[config.mk]
export PLATFORM = sky130hd
export DESIGN_NAME = snn_reward_learner_flat
export DESIGN_NICKNAME = d
export VERILOG_FILES = /design/src/rtl/snn_reward_learner_pkg.sv /design/src/rtl/snn_reward_learner_if.sv /design/src/rtl/snn_reward_learner_sat_counter.sv /design/src/rtl/snn_reward_learner.sv /design/src/flat_wrapper.sv
export SDC_FILE = /design/constraint.sdc
export NUM_CORES = 1
export LEC_CHECK = 0
export ABC_AREA = 1
export CORE_UTILIZATION = 60
export CTS_BUF_LIST = sky130_fd_sc_hd__clkbuf_16
export CTS_CLUSTER_SIZE = 16
export DETAILED_ROUTE_END_ITERATION = 10
export GPL_TIMING_DRIVEN = 0
export MAX_ROUTING_LAYER = met4
export PLACE_DENSITY = 0.76
export SLEW_MARGIN = 30
export SYNTH_ARGS = -nofsm -noshare
export SYNTH_HDL_FRONTEND = slang
export SYNTH_SLANG_ARGS = --single-unit
[constraint.sdc]
create_clock -name clk -period 9.7 [get_ports clk]
set_input_delay 1.94 -clock clk [delete_from_list [all_inputs] [get_ports clk]]
set_output_delay 1.94 -clock clk [all_outputs]
set_load 0.02 [all_outputs]
[src/rtl/snn_reward_learner_pkg.sv]
// Shared types, reward encodings, FSM states and saturating arithmetic
// for the reward-modulated learning stage.
package snn_pkg;

    localparam int W_WIDTH_DEF     = 5;
    localparam int TRACE_WIDTH_DEF = 4;

    typedef logic signed [W_WIDTH_DEF-1:0]     weight_t;
    typedef logic signed [TRACE_WIDTH_DEF-1:0] trace_t;

    localparam logic [1:0] REWARD_POS  = 2'b01;
    localparam logic [1:0] REWARD_ZERO = 2'b00;
    localparam logic [1:0] REWARD_NEG  = 2'b11;

    typedef enum logic [1:0] {
        S_IDLE,
        S_COLLECT,
        S_WAIT_REWARD,
        S_APPLY
    } state_t;

    // Clamp a + b into the signed range of the given bit width.
    function automatic int sat_add(input int a, input int b, input int width);
        int sum;
        int max_v;
        int min_v;
        sum   = a + b;
        max_v = (1 << (width - 1)) - 1;
        min_v = -(1 << (width - 1));
        if (sum > max_v) return max_v;
        if (sum < min_v) return min_v;
        return sum;
    endfunction

    // The unused 2'b10 encoding is deliberately folded into -1.
    function automatic int reward_sign(input logic [1:0] r);
        if (r == REWARD_POS)  return 1;
        if (r == REWARD_ZERO) return 0;
        return -1;
    endfunction

endpackage

[src/rtl/snn_reward_learner_if.sv]
// Step/reward handshakes and learned-weight outputs of the learning stage.
interface snn_reward_learner_if #(
    parameter int W_WIDTH = 5
);
    logic                      step_valid;
    logic                      step_ready;
    logic                      pre_a;
    logic                      pre_b;
    logic                      post_1;
    logic                      post_2;
    logic                      reward_valid;
    logic [1:0]                reward;
    logic                      reward_ready;
    logic signed [W_WIDTH-1:0] weight1;
    logic signed [W_WIDTH-1:0] weight2;
    logic signed [W_WIDTH-1:0] weight3;
    logic signed [W_WIDTH-1:0] weight4;
    logic                      episode_done;

    modport master (
        output step_valid, pre_a, pre_b, post_1, post_2, reward_valid, reward,
        input  step_ready, reward_ready, weight1, weight2, weight3, weight4, episode_done
    );

    modport slave (
        input  step_valid, pre_a, pre_b, post_1, post_2, reward_valid, reward,
        output step_ready, reward_ready, weight1, weight2, weight3, weight4, episode_done
    );
endinterface

[src/rtl/snn_reward_learner_sat_counter.sv]
// Signed saturating counter: clear has priority, then up, then down, else hold.
module snn_sat_counter #(
    parameter int WIDTH = 4
) (
    input  logic                    clk,
    input  logic                    rst,
    input  logic                    clr,
    input  logic                    up,
    input  logic                    down,
    output logic signed [WIDTH-1:0] value
);
    localparam logic signed [WIDTH-1:0] MAX_V = {1'b0, {(WIDTH-1){1'b1}}};
    localparam logic signed [WIDTH-1:0] MIN_V = {1'b1, {(WIDTH-1){1'b0}}};
    localparam logic signed [WIDTH-1:0] ONE_V = {{(WIDTH-1){1'b0}}, 1'b1};

    logic signed [WIDTH-1:0] value_q;
    logic signed [WIDTH-1:0] value_d;

    always_comb begin
        value_d = value_q;
        if (clr) begin
            value_d = '0;
        end else if (up && (value_q != MAX_V)) begin
            value_d = value_q + ONE_V;
        end else if (down && (value_q != MIN_V)) begin
            value_d = value_q - ONE_V;
        end
    end

    always_ff @(posedge clk or posedge rst) begin
        if (rst) value_q <= '0;
        else     value_q <= value_d;
    end

    assign value = value_q;
endmodule

[src/rtl/snn_reward_learner.sv]
// Reward-modulated learner: collects per-synapse eligibility over an episode,
// then nudges four persistent signed weights by reward x sign(trace).
module snn_reward_learner
    import snn_pkg::*;
#(
    parameter int W_WIDTH     = W_WIDTH_DEF,
    parameter int TRACE_WIDTH = TRACE_WIDTH_DEF,
    parameter int WINDOW      = 8,
    parameter int INIT_W      = 0
) (
    input  logic                 clk,
    input  logic                 rst,
    snn_reward_learner_if.slave  bus
);
    localparam int CNT_W = $clog2(WINDOW + 1) + 1;

    state_t                     state_q, state_d;
    logic [CNT_W-1:0]           count_q, count_d, count_inc;
    logic [1:0]                 reward_q, reward_d;
    logic signed [W_WIDTH-1:0]  weight_q [4];
    logic signed [W_WIDTH-1:0]  weight_d [4];
    logic                       episode_done_q, episode_done_d;
    logic signed [TRACE_WIDTH-1:0] trace [4];

    logic       step_ready_int;
    logic       reward_ready_int;
    logic       step_fire;
    logic       reward_fire;
    logic       trace_clr;
    logic [3:0] pre_vec, post_vec, trace_up, trace_down;

    assign step_ready_int   = (state_q == S_IDLE) || (state_q == S_COLLECT);
    assign reward_ready_int = (state_q == S_WAIT_REWARD);
    assign step_fire        = bus.step_valid && step_ready_int;
    assign reward_fire      = bus.reward_valid && reward_ready_int;
    assign count_inc        = count_q + CNT_W'(1);

    // Synapse index order: 0=A->1, 1=A->2, 2=B->1, 3=B->2.
    assign pre_vec    = {bus.pre_b, bus.pre_b, bus.pre_a, bus.pre_a};
    assign post_vec   = {bus.post_2, bus.post_1, bus.post_2, bus.post_1};
    assign trace_up   = {4{step_fire}} & pre_vec & post_vec;
    assign trace_down = {4{step_fire}} & pre_vec & ~post_vec;

    for (genvar i = 0; i < 4; i++) begin : g_trace
        snn_sat_counter #(.WIDTH(TRACE_WIDTH)) u_trace (
            .clk   (clk),
            .rst   (rst),
            .clr   (trace_clr),
            .up    (trace_up[i]),
            .down  (trace_down[i]),
            .value (trace[i])
        );
    end

    always_comb begin
        state_d        = state_q;
        count_d        = count_q;
        reward_d       = reward_q;
        weight_d       = weight_q;
        episode_done_d = 1'b0;
        trace_clr      = 1'b0;
        case (state_q)
            S_IDLE, S_COLLECT: begin
                if (step_fire) begin
                    count_d = count_inc;
                    state_d = (count_inc == CNT_W'(WINDOW)) ? S_WAIT_REWARD : S_COLLECT;
                end
            end
            S_WAIT_REWARD: begin
                if (reward_fire) begin
                    reward_d = bus.reward;
                    state_d  = S_APPLY;
                end
            end
            S_APPLY: begin
                for (int i = 0; i < 4; i++) begin
                    weight_d[i] = W_WIDTH'(sat_add(int'(weight_q[i]),
                        reward_sign(reward_q) *
                        ((trace[i] > 0) ? 1 : ((trace[i] < 0) ? -1 : 0)),
                        W_WIDTH));
                end
                count_d        = '0;
                trace_clr      = 1'b1;
                episode_done_d = 1'b1;
                state_d        = S_IDLE;
            end
            default: state_d = S_IDLE;
        endcase
    end

    always_ff @(posedge clk or posedge rst) begin
        if (rst) begin
            state_q        <= S_IDLE;
            count_q        <= '0;
            reward_q       <= REWARD_ZERO;
            episode_done_q <= 1'b0;
            for (int i = 0; i < 4; i++) weight_q[i] <= W_WIDTH'(INIT_W);
        end else begin
            state_q        <= state_d;
            count_q        <= count_d;
            reward_q       <= reward_d;
            episode_done_q <= episode_done_d;
            weight_q       <= weight_d;
        end
    end

    assign bus.step_ready   = step_ready_int;
    assign bus.reward_ready = reward_ready_int;
    assign bus.weight1      = weight_q[0];
    assign bus.weight2      = weight_q[1];
    assign bus.weight3      = weight_q[2];
    assign bus.weight4      = weight_q[3];
    assign bus.episode_done = episode_done_q;
endmodule
[src/flat_wrapper.sv]
// flat-port wrapper written by rule: the top's interface ports become plain ports
module snn_reward_learner_flat import snn_pkg::*;
#(
    parameter int W_WIDTH     = W_WIDTH_DEF,
    parameter int TRACE_WIDTH = TRACE_WIDTH_DEF,
    parameter int WINDOW      = 8,
    parameter int INIT_W      = 0
)
  (clk, rst, bus_step_valid, bus_pre_a, bus_pre_b, bus_post_1, bus_post_2, bus_reward_valid, bus_reward, bus_step_ready, bus_reward_ready, bus_weight1, bus_weight2, bus_weight3, bus_weight4, bus_episode_done);
  snn_reward_learner_if #(.W_WIDTH(W_WIDTH)) bus_i ();
  input  logic clk;
  input  logic rst;
  input wire logic [$bits(bus_i.step_valid)-1:0] bus_step_valid;
  input wire logic [$bits(bus_i.pre_a)-1:0] bus_pre_a;
  input wire logic [$bits(bus_i.pre_b)-1:0] bus_pre_b;
  input wire logic [$bits(bus_i.post_1)-1:0] bus_post_1;
  input wire logic [$bits(bus_i.post_2)-1:0] bus_post_2;
  input wire logic [$bits(bus_i.reward_valid)-1:0] bus_reward_valid;
  input wire logic [$bits(bus_i.reward)-1:0] bus_reward;
  output wire logic [$bits(bus_i.step_ready)-1:0] bus_step_ready;
  output wire logic [$bits(bus_i.reward_ready)-1:0] bus_reward_ready;
  output wire logic [$bits(bus_i.weight1)-1:0] bus_weight1;
  output wire logic [$bits(bus_i.weight2)-1:0] bus_weight2;
  output wire logic [$bits(bus_i.weight3)-1:0] bus_weight3;
  output wire logic [$bits(bus_i.weight4)-1:0] bus_weight4;
  output wire logic [$bits(bus_i.episode_done)-1:0] bus_episode_done;
  assign bus_i.step_valid = bus_step_valid;
  assign bus_i.pre_a = bus_pre_a;
  assign bus_i.pre_b = bus_pre_b;
  assign bus_i.post_1 = bus_post_1;
  assign bus_i.post_2 = bus_post_2;
  assign bus_i.reward_valid = bus_reward_valid;
  assign bus_i.reward = bus_reward;
  assign bus_step_ready = bus_i.step_ready;
  assign bus_reward_ready = bus_i.reward_ready;
  assign bus_weight1 = bus_i.weight1;
  assign bus_weight2 = bus_i.weight2;
  assign bus_weight3 = bus_i.weight3;
  assign bus_weight4 = bus_i.weight4;
  assign bus_episode_done = bus_i.episode_done;
  snn_reward_learner #(.W_WIDTH(W_WIDTH), .TRACE_WIDTH(TRACE_WIDTH), .WINDOW(WINDOW), .INIT_W(INIT_W)) u_core (.clk(clk), .rst(rst), .bus(bus_i));
endmodule
==> qor.csv, run 1 <==
metric,value,unit
status,finished clean,
netlist_instances,3563,
startpoint_type,register,
worstPathArrival,8.62,ns
setup_viol,0,
grt_first_pass_wirelength,98700,um
rsz0062_at_grt,no,
diodes,0,
overflow,0,
nFillCells,3689,
dieArea,39800,um^2
grt.total_usage,31.8,%
postCtsSetupBuffers,0,
antenna_found_initial,0,
worstPathMaxFanout,15,
synth_seq_area_share,4.92,%
seqCellArea,1150,um^2
vias,21600,
dpl.hpwl,52400,um
nets,4277,
first_iter_violations,1238,
hold_violations,0,
fin_crit,8.43,ns
cts_made_buffers,5,
required,9.88,ns
multi_input_area,18600,um^2
wl_per_cell,14.6,um
cts_buffer_depth,2,
cts.clk_slew.worst_paths,0.07,ns
htreeDepth,2,
initial_utilization,61.5,%
cpPeakStageDelay,0.69,ns
fin_crit_sh,87.0,%
clock_latency,0.30,ns
skew,0.00719,ns
drive_gt1_share,3.19,%
cts_hold_buf,0,
max_freq,119,MHz
cts_tree,done,
slew_headroom,36.6,%
drt_wl_total,60000,um
synth-async-reset-ratio,100,%
tightest_slew,0.950,ns
synth_edf_count,0,
ys_ff_latch,46,
synth_warnings,0,
cts_root_buf,clkbuf_16,
first_pass_iters,5,
avgSynthCellArea,6.56,um^2
grt_start_max_net_pins,47,
drc,0,
synth_nets,4238,
fp.dieH,199,um
path_class,register to register,
netlist_area,23400,um^2
drv_cap,0,
drv_slew,0,
core-area,38000,um^2
ant_nets,0,
cpMostUsedCell,inv_1,
area_growth,4.87,%
postCtsResizedCells,0,
tns,0,ns
crit_slowest_cell,fa_1,
cts_sinks,46,
rows,71,
io_buffers,32,
synth_ff_type,dfrtp_1,
io_pins,33,
cp-end-kind,register,
grt_pass1_vias,20900,
place_congestion,0.976,
min_path_type,register to register,
via_per_inst,5.25,
die_width,199,um
synth_cell_types,50,
[critical path, delay by kind of cell (launching register included)]
family,cells,cell delay (ns)
AND/OR/NAND/NOR,11,2.15
AO/OA/AOI/OAI,2,0.39
XOR/XNOR,1,0.27
adder cells (fa/ha/maj),7,3.06
flip-flops,1,0.34
buffers and inverters,8,2.09
[per-layer routing]
layer | track usage (%) | routed length [um]
met5 | - | 0
met3 | 1.96 | 2270
met2 | 53.6 | 27900
met4 | 8.31 | 1640
met1 | 41.6 | 28300
[cell usage in the layout, fill, tap and decap left out, drive strengths merged]
master,netlist,routed
a311oi,1,1
inv,939,940
a21oi,103,103
nand3b,15,15
nand4,72,72
and3,2,2
dfrtp,46,46
nor2b,1,1
o21ai,37,37
a31o,8,8
a21o,2,2
o2111ai,1,1
xnor2,28,28
fa,216,216
or2,25,25
clkbuf,22,27
o22ai,8,8
ha,449,449
buf,10,10
nor2,267,267
o22a,1,1
clkdlybuf4s50,0,32
a22oi,1,1
a21boi,2,2
bufinv,0,1
nand2,994,994
nor4,2,2
clkinv,1,2
mux2,1,1
xor2,34,34
nand3,192,192
a31oi,2,2
o21a,2,2
o21bai,28,28
nor3,42,42
and2,7,7
a211oi,2,2
[cells in the mapped netlist, types with 2 or more instances]
| cell | count | area [um^2] |
|---|---|---|
| nand2_1 | 972 | 3650 |
| inv_1 | 936 | 3510 |
| ha_1 | 449 | 5620 |
| nor2_1 | 251 | 942 |
| fa_1 | 216 | 4320 |
| nand3_1 | 184 | 921 |
| a21oi_1 | 99 | 495 |
| nand4_1 | 72 | 450 |
| dfrtp_1 | 46 | 1150 |
| nor3_1 | 37 | 185 |
| o21ai_0 | 33 | 165 |
| xor2_1 | 33 | 289 |
| o21bai_1 | 28 | 210 |
| xnor2_1 | 28 | 245 |
| or2_2 | 25 | 156 |
| clkbuf_1 | 22 | 82.6 |
| nand2_2 | 20 | 125 |
| nand3b_1 | 15 | 113 |
| nor2_2 | 14 | 87.6 |
| a31o_2 | 8 | 70.1 |
| nand3_2 | 8 | 80.1 |
| o22ai_1 | 8 | 50.1 |
| buf_2 | 5 | 25.0 |
| nor3_2 | 5 | 50.1 |
| a21oi_2 | 4 | 35.0 |
| and2_1 | 4 | 25.0 |
| buf_6 | 4 | 45.0 |
| o21ai_1 | 4 | 20.0 |
| and2_0 | 3 | 18.8 |
| a211oi_1 | 2 | 15.0 |
| a21boi_0 | 2 | 15.0 |
| a21o_1 | 2 | 15.0 |
| a31oi_1 | 2 | 12.5 |
| and3_1 | 2 | 12.5 |
| inv_2 | 2 | 7.51 |
| nor2_4 | 2 | 22.5 |
| nor4_1 | 2 | 12.5 |
| o21a_1 | 2 | 15.0 |
[path summary, 6_finish.rpt]
| check | slack (ns) | depth (start not counted) | start | to |
|---|---|---|---|---|
| max in group asynchronous | 7.22 | 2 | rst | u_core.bus.weight1[3]$_DFFE_PP0P_ |
| worst max-delay path | 1.27 | 29 | u_core.reward_q[1]$_DFFE_PP0P_ | u_core.bus.weight4[0]$_DFFE_PP0P_ |
| worst min register to register | 0.52 | 1 | u_core.state_q[0]$_DFFE_PP0P_ | u_core.state_q[1]$_DFFE_PP0P_ |
| worst min-delay path | 0.52 | 1 | u_core.state_q[0]$_DFFE_PP0P_ | u_core.state_q[1]$_DFFE_PP0P_ |
| min in group asynchronous | 2.07 | 2 | rst | u_core.bus.episode_done$_DFF_PP0_ |
| worst max register to register | 1.27 | 29 | u_core.reward_q[1]$_DFFE_PP0P_ | u_core.bus.weight4[0]$_DFFE_PP0P_ |
[per-stage QoR]
| stage | std cells | setup slack [ns] | util [%] | instance area [um^2] | hold WS, ns |
|---|---|---|---|---|---|
| floorplan | 3563 | 3.28 | - | 23400 | 0.470 |
| global placement | 4106 | 1.44 | 64.0 | 24300 | 0.495 |
| detailed placement | 4106 | 1.35 | 64.1 | 24400 | 0.496 |
| CTS | 4114 | 1.35 | 64.5 | 24500 | 0.509 |
| global route | 4114 | 0.755 | 64.5 | 24500 | 0.555 |
| finish | 4114 | 1.27 | 64.5 | 24500 | 0.524 |
[flip-flops by register name (all words and copies together) (netlist names)]
register	count
u_core.bus.weight2	5
u_core.state_q	2
u_core.bus.weight3	5
u_core.bus.weight4	5
u_core.count_q	5
u_core.bus.episode_done	1
u_core.reward_q	2
u_core.g_trace.u_trace.value	16
u_core.bus.weight1	5
[area by class of cell]
type / instances / area share [%]
Multi-Input combinational cell: 2545 / 75.6
Tap cell: 511 / 2.61
Clock buffer: 5 / 0.510
Sequential cell: 46 / 4.69
Timing Repair Buffer: 32 / 1.31
Inverter: 940 / 14.4
Buffer: 32 / 0.653
Clock inverter: 3 / 0.179
[cells by family after synthesis]
kind of cell	after synthesis	share of synthesized area [%]
buffers and inverters	972	15.8
muxes	1	0.0481
DFF	46	4.92
AOI/OAI and AO/OA	198	4.93
and+or+nand+nor	1619	29.4
adders and majority gates	665	42.5
xor gates and xnor gates	62	2.35
Power of run 1 is not shown: default switching activity piles up to over one toggle a cycle in this logic, so the estimate is an artifact.
==> inputs of run 2 (changes only) <==
- CELL_PAD_IN_SITES_DETAIL_PLACEMENT: not set -> 1
- CELL_PAD_IN_SITES_GLOBAL_PLACEMENT: not set -> 1
- CORE_UTILIZATION: 60 -> 52
- PLACE_DENSITY: 0.76 -> 0.89
==> run 2 against run 1 <==
  * Flip-flop and latch count did not move
  * Setup slack improved by 0.10 ns
  * Die area rose by 15%
  * Count of clock-buffer cells in the layout unchanged
  * Cell count increased by 2.0%
  * Hold slack hardly changed
  * Non-clock buffer count unchanged
  * Critical path type unchanged
  * Largest cell class unchanged
==> qor.csv, run 2 (same netlist as run 1, synthesis figures left out) <==
metric,value,unit
core-area,44300,um^2
reg2reg_depth,29,
io_pins,33,
cpMostUsedCell,inv_1,
dieArea,45800,um^2
drive_gt1_share,3.19,%
clock_latency,0.32,ns
wl_per_cell,17.9,um
cpLargestDelayFamily,adder cells,
fin_crit,8.33,ns
final_cell_mix,"nand2_1, inv_1, ha_1, nor2_1, fa_1",
crit_slowest_cell,fa_1,
initial_utilization,52.8,%
grt_first_pass_wirelength,126000,um
tightest_slew,0.950,ns
largest_reg_flops,16,
antenna_found_initial,0,
tns,0,ns
cp-end-kind,register,
fin_crit_sh,85.9,%
overflow,0,
drv_cap,0,
slew_headroom,36.6,%
hold_violations,0,
postCtsSetupBuffers,0,
fp.dieH,214,um
path_class,register to register,
rows,77,
cts_made_buffers,5,
worstPathMaxFanout,15,
worstReg2RegStart,u_core.reward_q[1]$_DFFE_PP0P_,
worstHoldPathCells,1,
place_congestion,0.908,
grt.total_usage,34.7,%
stdcell_count,4195,
rsz0062_at_grt,no,
first_pass_iters,6,
nets,4277,
cts_tree,done,
die_width,214,um
via_per_inst,5.44,
htreeDepth,2,
postCtsResizedCells,0,
cts_buffer_depth,2,
max_freq,120,MHz
cts_hold_buf,0,
drt_wl_total,75200,um
setup_viol,0,
skew,0.00657,ns
first_iter_violations,1222,
whs_endpoint,u_core.count_q[0]$_DFFE_PP0P_,
drc,0,
cpPeakStageDelay,0.61,ns
cts.clk_slew.worst_paths,0.08,ns
startpoint_type,register,
grt_pass1_vias,25400,
grt_start_max_net_pins,47,
final_common_cell,nand2_1,
area_growth,5.21,%
vias,22800,
required,9.90,ns
cts_sinks,46,
worstPathArrival,8.53,ns
io_buffers,32,
min_from,u_core.count_q[0]$_DFFE_PP0P_,
drv_slew,0,
status,finished clean,
utilization,55.5,%
min_path_type,register to register,
dpl.hpwl,65500,um
rrSetupSlack,1.37,ns
cts_root_buf,clkbuf_16,
ant_nets,0,
rr_endpoint,u_core.bus.weight4[3]$_DFFE_PP0P_,
crit_buf_inv,8,
diodes,0,
dp.cells,4187,
[run 2: final cells by class]
cell class                      count  area (um^2)
Buffer                             32          160
Clock buffer                        5          125
Clock inverter                      3         21.3
Fill cell                        6167        19700
Inverter                          940         3540
Multi-Input combinational cell   2545        18600
Sequential cell                    46         1150
Tap cell                          592          741
Timing Repair Buffer               32          320
[run 2: per-stage QoR]
stage                     hold slack [ns]  area [um^2]  setup slack (ns)
after floorplan                     0.470        23400              3.28
after global placement              0.487        24400              1.83
after detailed placement            0.510        24500              1.53
after CTS                           0.520        24600              1.44
after global routing                0.534        24600             0.856
final                               0.523        24600              1.37
[run 2: worst register-to-register path: cells and delay by family (launching register included)]
family          cells  cell delay, ns
fa+ha+maj           7            2.96
simple gates       11            2.23
compound gates      2            0.37
xor+xnor            1            0.21
buf+inv             8            2.08
flops               1            0.36
[run 2: layer usage]
| metal | track usage [%] | vias to the layer above | part of all wire (%) |
|---|---|---|---|
| li1 | - | 10900 | - |
| met1 | 41.8 | 11200 | 44 |
| met2 | 61.9 | 492 | 50 |
| met3 | 2.04 | 170 | 3.1 |
| met4 | 10.8 | 0 | 3.5 |
| met5 | - | - | 0 |
[run 2: worst max-delay path by stage]
stage | from | endpoint | slack (ns) | depth (start not counted)
finish | u_core.reward_q[1]$_DFFE_PP0P_ | u_core.bus.weight4[3]$_DFFE_PP0P_ | 1.37 | 29
global route | u_core.reward_q[1]$_DFFE_PP0P_ | u_core.bus.weight4[3]$_DFFE_PP0P_ | 0.86 | 29
CTS | u_core.reward_q[1]$_DFFE_PP0P_ | u_core.bus.weight4[3]$_DFFE_PP0P_ | 1.44 | 29
detailed placement | u_core.reward_q[1]$_DFFE_PP0P_ | u_core.bus.weight4[0]$_DFFE_PP0P_ | 1.53 | 29
global placement | u_core.reward_q[1]$_DFFE_PP0P_ | u_core.bus.weight4[3]$_DFFE_PP0P_ | 1.83 | 32
floorplan | u_core.reward_q[1]$_DFFE_PP0P_ | u_core.bus.weight4[0]$_DFFE_PP0P_ | 3.28 | 33
Power of run 2 is left out for the same reason.
